[src/rtl/nvm_burst_ctrl.sv]
// Burst controller for the ReRAM NVM port: one command moves len_m1+1 words between the NVM and
// the rd/wr valid/ready streams, with a per-access ack timeout that aborts the burst.
module nvm_burst_ctrl #(
  parameter int unsigned DATA_WIDTH = 8,
  parameter int unsigned ADDR_WIDTH = 8,
  parameter int unsigned TIMEOUT    = 15
) (
  input  logic                  clk,
  input  logic                  rst_n,
  input  logic                  cmd_valid,
  output logic                  cmd_ready,
  input  logic                  cmd_write,
  input  logic [ADDR_WIDTH-1:0] cmd_addr,
  input  logic [ADDR_WIDTH-1:0] cmd_len_m1,
  output logic                  rd_valid,
  input  logic                  rd_ready,
  output logic [DATA_WIDTH-1:0] rd_data,
  input  logic                  wr_valid,
  output logic                  wr_ready,
  input  logic [DATA_WIDTH-1:0] wr_data,
  output logic                  nvm_we,
  output logic [ADDR_WIDTH-1:0] nvm_addr,
  output logic [DATA_WIDTH-1:0] nvm_wdata,
  input  logic [DATA_WIDTH-1:0] nvm_rdata,
  input  logic                  nvm_ack,
  output logic                  busy,
  output logic                  done,
  output logic                  err
);

  localparam int unsigned TmoWidth = $clog2(TIMEOUT + 1);

  typedef enum logic [2:0] {
    StIdle, StIssue, StWait, StPush, StFetch, StWissue, StDone
  } state_e;

  state_e                state_q;
  logic [ADDR_WIDTH-1:0] cur_q;
  logic [ADDR_WIDTH-1:0] len_q;
  logic [ADDR_WIDTH-1:0] cnt_q;
  logic [TmoWidth-1:0]   tmo_q;
  logic                  dir_q;
  logic                  last;

  assign last = (cnt_q == len_q);

  // Handshake and strobe outputs are pure decodes of the state register.
  assign cmd_ready = (state_q == StIdle);
  assign busy      = (state_q != StIdle);
  assign done      = (state_q == StDone);
  assign rd_valid  = (state_q == StPush);
  assign wr_ready  = (state_q == StFetch);
  assign nvm_we    = (state_q == StWissue);

  always_ff @(posedge clk) begin
    if (!rst_n) begin
      state_q   <= StIdle;
      cur_q     <= '0;
      len_q     <= '0;
      cnt_q     <= '0;
      tmo_q     <= '0;
      dir_q     <= 1'b0;
      err       <= 1'b0;
      rd_data   <= '0;
      nvm_addr  <= '0;
      nvm_wdata <= '0;
    end else begin
      unique case (state_q)
        StIdle: begin
          if (cmd_valid) begin
            cur_q <= cmd_addr;
            len_q <= cmd_len_m1;
            dir_q <= cmd_write;
            cnt_q <= '0;
            tmo_q <= '0;
            err   <= 1'b0;
            if (cmd_write) begin
              state_q <= StFetch;
            end else begin
              nvm_addr <= cmd_addr;
              state_q  <= StIssue;
            end
          end
        end
        StIssue: state_q <= StWait;
        StWait: begin
          if (nvm_ack) begin
            tmo_q <= '0;
            if (!dir_q) begin
              rd_data <= nvm_rdata;
              state_q <= StPush;
            end else if (last) begin
              state_q <= StDone;
            end else begin
              cnt_q   <= cnt_q + 1'b1;
              cur_q   <= cur_q + 1'b1;
              state_q <= StFetch;
            end
          end else if (tmo_q == TmoWidth'(TIMEOUT - 1)) begin
            // Abandon the rest of the burst; err stays set until the next command.
            tmo_q   <= '0;
            err     <= 1'b1;
            state_q <= StDone;
          end else begin
            tmo_q <= tmo_q + 1'b1;
          end
        end
        StPush: begin
          if (rd_ready) begin
            if (last) begin
              state_q <= StDone;
            end else begin
              cnt_q    <= cnt_q + 1'b1;
              cur_q    <= cur_q + 1'b1;
              nvm_addr <= cur_q + 1'b1;
              state_q  <= StIssue;
            end
          end
        end
        StFetch: begin
          if (wr_valid) begin
            nvm_wdata <= wr_data;
            nvm_addr  <= cur_q;
            state_q   <= StWissue;
          end
        end
        StWissue: state_q <= StWait;
        StDone:   state_q <= StIdle;
        default:  state_q <= StIdle;
      endcase
    end
  end

endmodule

[config.mk]
export PLATFORM = sky130hd
export DESIGN_NAME = nvm_burst_ctrl
export DESIGN_NICKNAME = d
export VERILOG_FILES = /design/src/rtl/nvm_burst_ctrl.sv
export SDC_FILE = /design/constraint.sdc
export NUM_CORES = 1
export LEC_CHECK = 0
export ABC_AREA = 1
export ABC_CLOCK_PERIOD_IN_PS = 1500
export CAP_MARGIN = 10
export CELL_PAD_IN_SITES_DETAIL_PLACEMENT = 0
export CELL_PAD_IN_SITES_GLOBAL_PLACEMENT = 2
export CORE_MARGIN = 4
export CORE_UTILIZATION = 25
export CTS_BUF_LIST = sky130_fd_sc_hd__clkbuf_4 sky130_fd_sc_hd__clkbuf_8
export DETAILED_ROUTE_END_ITERATION = 16
export GPL_TIMING_DRIVEN = 0
export PLACE_DENSITY_LB_ADDON = 0.1
export SETUP_SLACK_MARGIN = 0.4
export SYNTH_ARGS = -nofsm -noshare
export SYNTH_HDL_FRONTEND = slang
export SYNTH_SLANG_ARGS = --single-unit
[constraint.sdc]
create_clock -name clk -period 1.5 [get_ports clk]
set_input_delay 0.375 -clock clk [delete_from_list [all_inputs] [get_ports clk]]
set_output_delay 0.375 -clock clk [all_outputs]
set_load 0.005 [all_outputs]
==> impl_metrics.env <==
export IMPL_status="complete, but fails checks"
export IMPL_failed_checks="negative setup slack"
export IMPL_setup_tns_ps=-5090
export IMPL_synth_compound_area_frac=0.141
export IMPL_p_int_mw=5.99
export IMPL_die_area_um2=13700
export IMPL_grt_pass1_wl_mm=16.3
export IMPL_grt_max_degree=11
export IMPL_slew_violations=0
export IMPL_diodes=0
export IMPL_syn_area_um2=2970
export IMPL_min_period_over_period=1.15
export IMPL_clk_path_buf_depth=2
export IMPL_die_h_um=117
export IMPL_critPathArrivalTime_ps=1990
export IMPL_path_clk_slew_ps=70
export IMPL_synthTopCellsByArea="dfxtp_1 38%, nand2_1 13%, nor2_1 7.2%, a21oi_1 7.1%, nand3_1 6.9%"
export IMPL_leakagePower_nw=2.15
export IMPL_core_area_um2=11500
export IMPL_syn_inst=436
export IMPL_skew_ps=11.1
export IMPL_synthDistinctLibCells=35
export IMPL_sw_frac_of_total=0.414
export IMPL_start_util=0.257
export IMPL_vdd_drop_max_mv=0.699
export IMPL_fp_row_count=39
export IMPL_worst_pin_slew_ps=819
export IMPL_gr_usage_all_layers=0.159
export IMPL_crit_chain="inv_6 -> nand3_4 -> buf_6 -> or2_4 -> nand2_4 -> inv_4 -> nand2_4 -> nor2_4 -> nand2_2 -> buf_4 -> buf_6 -> nand2_1 -> a21oi_2"
export IMPL_drt_drc_violations_left=0
export IMPL_cts_made_buffers=9
export IMPL_clk_insertion_delay_late_ps=350
export IMPL_yosysTopAreaCellShare=0.385
export IMPL_cap_violations=0
export IMPL_n_fill_cell=1230
export IMPL_synth_top_family_by_area="simple AND/OR/NAND/NOR gates"
export IMPL_yosys_mux_area_fraction=0
export IMPL_pre_cts_ws_ps=-621
export IMPL_hold_violations=0
export IMPL_vias=3274
export IMPL_path_max_fanout=5
export IMPL_setup_ws_ps=-219
export IMPL_drive_gt1_frac=0.445
export IMPL_nets=610
export IMPL_syn_avg_cell_area_um2=6.80
export IMPL_critPathMaxStageDelay_ps=370
export IMPL_antenna_found_initial=0
export IMPL_io_pins=70
export IMPL_root_buffer="clkbuf_8"
export IMPL_cp_end_kind="register"
export IMPL_crit_type="register to register"
export IMPL_yosys_area_share_simple=0.343
export IMPL_yosysTopAreaCell="dfxtp_1"
export IMPL_vias_per_cell=4.59
export IMPL_wirelength_mm=10.5
export IMPL_synth_warning_count=0
export IMPL_drt_pass1_iterations=5
export IMPL_dieWidth_um=117
export IMPL_cp_required_ps=1770
export IMPL_max_slew_margin_rel=0.454
export IMPL_setup_violations_final=34
export IMPL_rsz0062_at_grt="yes"
export IMPL_drt_iter0_markers=103
export IMPL_ant_nets=0
export IMPL_min_path_type="register to register"
export IMPL_cts_sinks=57
export IMPL_synthXorXnorAreaFrac=0.0325
export IMPL_routabilityCongestion=0.732
export IMPL_seqPwrFrac=0.224
export IMPL_p_per_area_nw_per_um2=2000
export IMPL_h_tree_depth=3
export IMPL_cpMaxStageDelayCell="dfxtp_4"
export IMPL_hpwl_mm=7.13
export IMPL_p_comb_frac=0.630
export IMPL_startpoint_type="register"
export IMPL_overflow=0
export IMPL_synth_fp_nets=479
export IMPL_cts_tree="built"
export IMPL_fmax_ghz=0.582
export IMPL_min_period_ps=1720
export IMPL_synth_yosys_seq_area_share=0.385
export IMPL_synthAdderAreaFrac=0.0169
export IMPL_numPortBuffers=68
export IMPL_clock_power_share=0.146
export IMPL_power_switching_mw=4.23
export IMPL_wl_per_cell_um=14.7
export IMPL_hold_buffers=0
export IMPL_grt_pass1_vias=3164
export IMPL_ys_seq_elements=57
export IMPL_area_growth_pct=72.3
## cell usage after synthesis (all sizes together)
library cell,instances
nand3,43
o22ai,2
xnor2,5
clkinv,1
a22oi,1
or2,2
o21ai,26
nor3b,1
ha,4
inv,42
o211ai,2
nand4,5
buf,9
o221ai,1
nor3,6
nor2,62
and3,1
clkbuf,5
nand2,109
a221oi,3
xor2,6
a21o,1
dfxtp,57
a21oi,42
## path summary, 6_finish.rpt
path | start | to | slack (ps) | cells past startpoint
setup / recovery | state_q[2] | nvm_addr[6] | -220 | 13
hold / removal | nvm_addr[4] | nvm_addr[4] | 470 | 2
setup reg to reg | state_q[2] | nvm_addr[6] | -220 | 13
hold reg to reg | nvm_addr[4] | nvm_addr[4] | 470 | 2
## metal layers
metal  GRT usage  part of all wire
met5           0                 0
met4      0.0466             0.019
met3      0.0550             0.043
met2       0.256              0.48
met1       0.200              0.46
## cell families after synthesis
kind of cell | Yosys count
adder cells (fa/ha/maj) | 4
buffers and inverters | 57
flip-flops | 57
XOR/XNOR | 11
AND/OR/NAND/NOR | 229
AO/OA/AOI/OAI | 78
## power by group through the flow
stage               combinational [mW]  sequential [mW]  clock [mW]
finish                            6.44             2.29        1.49
global route                      7.02             2.35        1.63
CTS                               5.72             2.28        1.56
detailed placement                3.87             2.25           0
global placement                  3.87             2.24           0
floorplan                         2.58             2.20           0
## final cells by class
| class | count | area (µm²) | area share |
|---|---|---|---|
| buffer | 14 | 149 | 0.0291 |
| clock buffer | 12 | 159 | 0.0311 |
| clock inverter | 3 | 40.0 | 0.00784 |
| inverter | 43 | 193 | 0.0377 |
| multi-input combinational | 322 | 1990 | 0.389 |
| sequential | 57 | 1190 | 0.233 |
| tap | 143 | 179 | 0.0350 |
| timing repair buffer | 119 | 1200 | 0.236 |
| timing repair inverter | 1 | 6.26 | 0.00122 |
## through the flow
| step | cell area [µm²] | power, mW | util | hold slack, ps | std cells |
|---|---|---|---|---|---|
| floorplan | 3030 | 4.78 | - | 443 | 436 |
| finish | 5110 | 10.2 | 0.444 | 467 | 714 |
| detailed placement | 3890 | 6.11 | 0.338 | 455 | 647 |
| CTS | 4690 | 9.55 | 0.407 | 463 | 693 |
| global route | 5110 | 11.0 | 0.444 | 494 | 714 |
| global placement | 3890 | 6.11 | 0.338 | 448 | 647 |
## worst max-delay path: cells and delay by family, from the launching register on
kind | cells | cell delay, ps
flops | 1 | 370
compound gates | 1 | 140
simple gates | 7 | 680
buf+inv | 5 | 470
## registers in the layout, indices dropped and copies added, names as in the netlist
| name | flops |
|---|---|
| cnt_q | 8 |
| cur_q | 8 |
| len_q | 8 |
| nvm_addr | 8 |
| nvm_wdata | 8 |
| rd_data | 8 |
| tmo_q | 4 |
| state_q | 3 |
| dir_q | 1 |
| err | 1 |
## cell usage in the layout, fill, tap and decap left out, types with 9 or more instances in the layout
cell type,instances
clkdlybuf4s50_1,35
dfxtp_1,21
nand2_4,11
nor2_1,45
nand2_2,16
a21oi_1,31
nand2_1,80
dfxtp_2,34
nand3_2,20
nor2_2,9
nand3_1,20
buf_6,38
o21ai_1,9
a21oi_2,11
buf_4,30
inv_1,26
clkbuf_8,11
inv_2,9
o21ai_0,13
## repair_timing
action,4_1_cts,5_1_grt
pin swaps,28,19
endpoints found under the setup margin,88,88
cloned,5,2
resized for setup,256,74
buffers inserted,26,19
Power figures use the tool's default switching activity.
